<file path="config.mk">
export PLATFORM = sky130hd
export DESIGN_NAME = alarm_ring_controller
export DESIGN_NICKNAME = d
export VERILOG_FILES = /design/src/rtl/alarm_pkg.sv /design/src/rtl/alarm_ring_controller_sec_counter.sv /design/src/rtl/alarm_ring_controller.sv
export SDC_FILE = /design/constraint.sdc
export NUM_CORES = 1
export LEC_CHECK = 0
export ABC_AREA = 1
export CORE_MARGIN = 1
export CORE_UTILIZATION = 30
export CTS_CLUSTER_DIAMETER = 200
export DETAILED_ROUTE_END_ITERATION = 8
export DONT_BUFFER_PORTS = 1
export GPL_TIMING_DRIVEN = 0
export SYNTH_ARGS = -nofsm -noshare
export SYNTH_HDL_FRONTEND = slang
export SYNTH_SLANG_ARGS = --single-unit
</file>
<file path="constraint.sdc">
create_clock -name clock -period 2 [get_ports clock]
set_input_delay 0.4 -clock clock [delete_from_list [all_inputs] [get_ports clock]]
set_output_delay 0.4 -clock clock [all_outputs]
set_load 0.03 [all_outputs]
</file>
<file path="src/rtl/alarm_pkg.sv">
// Shared definitions for the alarm clock blocks: state encoding, time word
// layout and the key FSM's idle key code.
package alarm_pkg;

    // Width of one BCD digit and of the packed {H1,H0,M1,M0} time word
    localparam int BCD_W  = 4;
    localparam int TIME_W = 4 * BCD_W;

    // Key code the key/display FSM uses for "no key pressed"
    localparam logic [BCD_W-1:0] NOKEY = 4'hF;

    // Ring sequencer states
    typedef enum logic [1:0] {
        IDLE    = 2'd0,
        RINGING = 2'd1,
        SNOOZE  = 2'd2
    } alarm_state_t;

    // Plain bitwise compare; out-of-range BCD digits are deliberately not screened
    function automatic logic time_equal(input logic [TIME_W-1:0] a,
                                        input logic [TIME_W-1:0] b);
        return a == b;
    endfunction

endpackage

</file>
<file path="src/rtl/alarm_ring_controller_sec_counter.sv">
// Counts one_second pulses while enabled; done fires combinationally on the
// pulse that reaches TERMINAL so the owner can leave its state on that edge.
module sec_counter #(
    parameter int WIDTH    = 8,
    parameter int TERMINAL = 60
) (
    input  logic clock,
    input  logic reset,
    input  logic clear,
    input  logic one_second,
    output logic done
);

    localparam logic [WIDTH-1:0] LAST = WIDTH'(TERMINAL - 1);

    logic [WIDTH-1:0] count_reg;

    // Pulse counter; held at zero whenever the owning state is not active
    always_ff @(posedge clock) begin
        if (!reset) begin
            count_reg <= '0;
        end else if (clear) begin
            count_reg <= '0;
        end else if (one_second) begin
            count_reg <= count_reg + 1'b1;
        end
    end

    assign done = one_second && !clear && (count_reg == LAST);

endmodule

</file>
<file path="src/rtl/alarm_ring_controller.sv">
// Alarm sounder sequencer: detects the rising edge of a time match, rings,
// and handles snooze, stop, disable and ring timeout.
module alarm_ring_controller
    import alarm_pkg::*;
#(
    parameter int RING_TIMEOUT = 60,
    parameter int SNOOZE_SECS  = 300,
    parameter int MAX_SNOOZES  = 3
) (
    input  logic              clock,
    input  logic              reset,
    input  logic              one_second,
    input  logic [TIME_W-1:0] current_time,
    input  logic [TIME_W-1:0] alarm_time,
    input  logic              alarm_enable,
    input  logic              stop_button,
    input  logic              snooze_button,
    output logic              sound_alarm,
    output logic              snooze_active,
    output logic              alarm_missed,
    output logic [2:0]        snoozes_left
);

    localparam logic [2:0] SNOOZE_LOAD = 3'(MAX_SNOOZES);

    alarm_state_t state_reg, state_next;
    logic         match, match_d_reg, trigger;
    logic [2:0]   snoozes_left_reg, snoozes_left_next;
    logic         alarm_missed_reg, alarm_missed_next;
    logic         ring_done, snooze_done;
    logic         ring_clear, snooze_clear;

    // Only the rising edge of a match rings, so a stopped alarm stays quiet
    // for the rest of the minute and enabling during a match does nothing.
    assign match   = time_equal(current_time, alarm_time);
    assign trigger = match && !match_d_reg && alarm_enable;

    // Counters run only in their own state; leaving the state zeroes them so
    // every entry starts a fresh count.
    assign ring_clear   = (state_reg != RINGING);
    assign snooze_clear = (state_reg != SNOOZE);

    sec_counter #(.WIDTH(8), .TERMINAL(RING_TIMEOUT)) u_ring_counter (
        .clock      (clock),
        .reset      (reset),
        .clear      (ring_clear),
        .one_second (one_second),
        .done       (ring_done)
    );

    sec_counter #(.WIDTH(10), .TERMINAL(SNOOZE_SECS)) u_snooze_counter (
        .clock      (clock),
        .reset      (reset),
        .clear      (snooze_clear),
        .one_second (one_second),
        .done       (snooze_done)
    );

    // State, match history, snooze budget and missed flag registers
    always_ff @(posedge clock) begin
        if (!reset) begin
            state_reg        <= IDLE;
            match_d_reg      <= 1'b0;
            snoozes_left_reg <= SNOOZE_LOAD;
            alarm_missed_reg <= 1'b0;
        end else begin
            state_reg        <= state_next;
            match_d_reg      <= match;
            snoozes_left_reg <= snoozes_left_next;
            alarm_missed_reg <= alarm_missed_next;
        end
    end

    // Next-state logic; buttons outrank timeouts so a press on the timeout
    // pulse is honoured instead of flagging a missed alarm.
    always_comb begin
        state_next        = state_reg;
        snoozes_left_next = snoozes_left_reg;
        alarm_missed_next = alarm_missed_reg;

        if (stop_button || trigger) begin
            alarm_missed_next = 1'b0;
        end

        case (state_reg)
            IDLE: begin
                if (trigger) begin
                    state_next        = RINGING;
                    snoozes_left_next = SNOOZE_LOAD;
                end
            end
            RINGING: begin
                if (!alarm_enable) begin
                    state_next = IDLE;
                end else if (stop_button) begin
                    state_next = IDLE;
                end else if (snooze_button && (snoozes_left_reg != 3'd0)) begin
                    state_next        = SNOOZE;
                    snoozes_left_next = snoozes_left_reg - 3'd1;
                end else if (ring_done) begin
                    state_next        = IDLE;
                    alarm_missed_next = 1'b1;
                end
            end
            SNOOZE: begin
                if (!alarm_enable) begin
                    state_next = IDLE;
                end else if (stop_button) begin
                    state_next = IDLE;
                end else if (snooze_done) begin
                    state_next = RINGING;
                end
            end
            default: begin
                state_next = IDLE;
            end
        endcase
    end

    assign sound_alarm   = (state_reg == RINGING);
    assign snooze_active = (state_reg == SNOOZE);
    assign alarm_missed  = alarm_missed_reg;
    assign snoozes_left  = snoozes_left_reg;

endmodule

</file>
==> impl_metrics.json <==
{
  "syn_nets": 288,
  "clk_pin_slew_ps": 90,
  "grt_usage": 0.114,
  "cts_sinks": 25,
  "wire_per_inst_um": 9.30,
  "path_buf_inv": 1,
  "path_cells": "inv_1 > ha_1 > ha_1 > nor2_1 > nand3_1 > a21oi_1 > nor2_1",
  "cts-root-buf": "clkbuf_8",
  "grt_max_degree": 14,
  "setup_viol": 0,
  "vias_per_cell": 4.47,
  "drv_slew": 0,
  "reg2reg_depth": 7,
  "routed_wl_um": 2950,
  "synth.yosys.warnings": 0,
  "nets": 293,
  "syn_avg_cell_area_sq_um": 6.35,
  "antenna_found_initial": 0,
  "vias": 1418,
  "synth_cell_types": 27,
  "finalHoldViolations": 0,
  "period_share": 0.884,
  "largest_reg_flops": 10,
  "syn_inst": 246,
  "finalCriticalPeriod_ps": 1770,
  "die_x_um": 74.2,
  "power_w": 0.00100,
  "cp-end-kind": "flop",
  "slew_headroom": 0.734,
  "insertedDiodeCount": 0,
  "drv_cap": 0,
  "fmax_mhz": 566,
  "dp.final_hpwl_um": 2390,
  "cp.required_ps": 2180,
  "clock_latency_ps": 270,
  "slowest_delay_ps": 450,
  "hp-class": "input pin to flop",
  "ctsHoldBuffers": 0,
  "timing.critical_path.max_delay_family": "simple AND/OR/NAND/NOR gates",
  "r2r_setup_slack_ps": 230,
  "grt_setup_unrepaired": "false",
  "cts_max_level": 1,
  "antenna_left": 0,
  "grt_pass1_vias": 1266,
  "drive_above_1_share": 0.0920,
  "reg2reg_from": "snoozes_left[0]",
  "grt_first_pass_wirelength_um": 4890,
  "startpoint": "snoozes_left[0]",
  "critPathArrivalTime_ps": 1940,
  "cts_buffers": 3,
  "postCtsSetupBuffers": 0,
  "fillers": 545,
  "cp_num_cells": 7,
  "powerDensity_nw_per_um2": 592,
  "io_pins": 44,
  "drtIter0Drc": 40,
  "crit_type": "flop to flop",
  "status": "complete, no violations",
  "overflow": 0,
  "endpoint": "snoozes_left[2]",
  "port_buffers": 0,
  "final.setup.tns_ps": 0,
  "reg2reg_to": "snoozes_left[2]",
  "dr.pass1.iters": 4,
  "row_count": 25,
  "clock_skew_ps": 6.57,
  "worst_pin_slew_ps": 398,
  "start_util": 0.320,
  "gp_congestion": 0.769,
  "synth-seq-cells": 25,
  "crit_slowest_cell": "dfxtp_2",
  "seq_area_frac_synth": 0.320,
  "ir_drop_mv": 0.295,
  "area_growth_pct": 8.41,
  "die_area_sq_um": 5500,
  "core_area_sq_um": 4880,
  "start_kind": "flop",
  "tritoncts": "built",
  "drc": 0,
  "p_leak_nw": 0.748,
  "cts.repair.resized": 0,
  "syn-cell-area_sq_um": 1560,
  "cts_max_path_buffers": 2,
  "chipHeight_um": 74.2,
  "critPathMaxFanout": 5
}
## logic make-up (layout without fill, tap and decap cells)
logic type	count (synthesis)	after routing	synth area share
AOI/OAI and AO/OA	30	30	0.105
DFF	25	25	0.320
and+or+nand+nor	130	130	0.378
buffers and inverters	50	54	0.126
adders and majority gates	4	4	0.0320
xor gates and xnor gates	7	7	0.0392
## per-stage QoR
stage | cells | hold WS (ps) | util | setup WS [ps] | area [sq um]
floorplan | 246 | 437 | - | 296 | 1560
global placement | 313 | 456 | 0.337 | 80.9 | 1650
detailed placement | 313 | 470 | 0.337 | 77.4 | 1650
CTS | 317 | 194 | 0.347 | 64.4 | 1690
global route | 317 | 187 | 0.347 | 70.0 | 1690
finish | 317 | 203 | 0.347 | 232 | 1690
## how the worst min path moves through the flow
stage / startpoint / to / slack, ps / depth (start not counted)
2_1_floorplan: u_ring_counter.count_reg[5] / u_ring_counter.count_reg[5] / 440 / 2
3_3_place_gp: u_ring_counter.count_reg[5] / u_ring_counter.count_reg[5] / 460 / 2
3_5_place_dp: u_ring_counter.count_reg[7] / u_ring_counter.count_reg[7] / 470 / 2
4_1_cts: reset / snoozes_left[1] / 190 / 1
5_1_grt: reset / snoozes_left[1] / 190 / 1
6_report: reset / snoozes_left[1] / 200 / 1
## area by class of cell
class / instances / area (sq um) / area share
multi-input combinational: 171 / 866 / 0.511
tap: 67 / 83.8 / 0.0495
buffer: 1 / 7.51 / 0.00443
inverter: 49 / 189 / 0.112
clock buffer: 4 / 45.0 / 0.0266
sequential: 25 / 503 / 0.297
## worst register-to-register path, cell delays in order, from the launching register on
cell and delay (ps):
dfxtp_2 450, inv_1 70, ha_1 200, ha_1 170, nor2_1 270, nand3_1 240, a21oi_1 200, nor2_1 60
## routing by layer
metal,vias to the layer above,GRT usage,wire (um)
met2,42,0.201,1300
met4,0,0.0363,31
li1,772,-,-
met1,599,0.128,1390
met3,5,0.0407,220
met5,-,0,0
## synthesized netlist by cell type, drive strengths merged
master / instances / area [sq um]
nor3: 6 / 41.3
a21oi: 19 / 98.9
xnor2: 3 / 26.3
nand2: 55 / 219
nand4: 5 / 52.6
buf: 1 / 7.51
nor2: 46 / 188
o211ai: 1 / 7.51
dfxtp: 25 / 500
xor2: 4 / 35.0
inv: 47 / 176
ha: 4 / 50.1
nand3: 18 / 90.1
clkinv: 2 / 12.5
o21ai: 10 / 57.6
## report_power, final
group | leakage, nW | total, W | switching [W] | internal (W)
sequential | 0.200 | 0.000524 | 0.0000171 | 0.000507
clock | 0.0228 | 0.000304 | 0.000161 | 0.000143
combinational | 0.525 | 0.000176 | 0.000116 | 0.0000600
total | 0.748 | 0.00100 | 0.000294 | 0.000710
## cells in the final DEF (no fill, tap or decap)
cell,count
clkbuf_8,3
nand2_2,2
clkinv_4,1
o21ai_2,2
buf_4,1
nor3_1,5
clkbuf_1,1
a21oi_1,18
o21ai_0,7
nand2_1,52
ha_1,4
nand3_1,18
a21oi_2,1
o211ai_1,1
xor2_1,4
nor2_4,1
dfxtp_1,23
inv_2,3
nand4_4,1
inv_1,44
nand2_4,1
nor2_2,3
nor3_4,1
clkinv_1,1
dfxtp_2,2
nand4_1,3
o21ai_1,1
xnor2_1,3
nand4_2,1
nor2_1,42
Power figures use the tool's default switching activity.
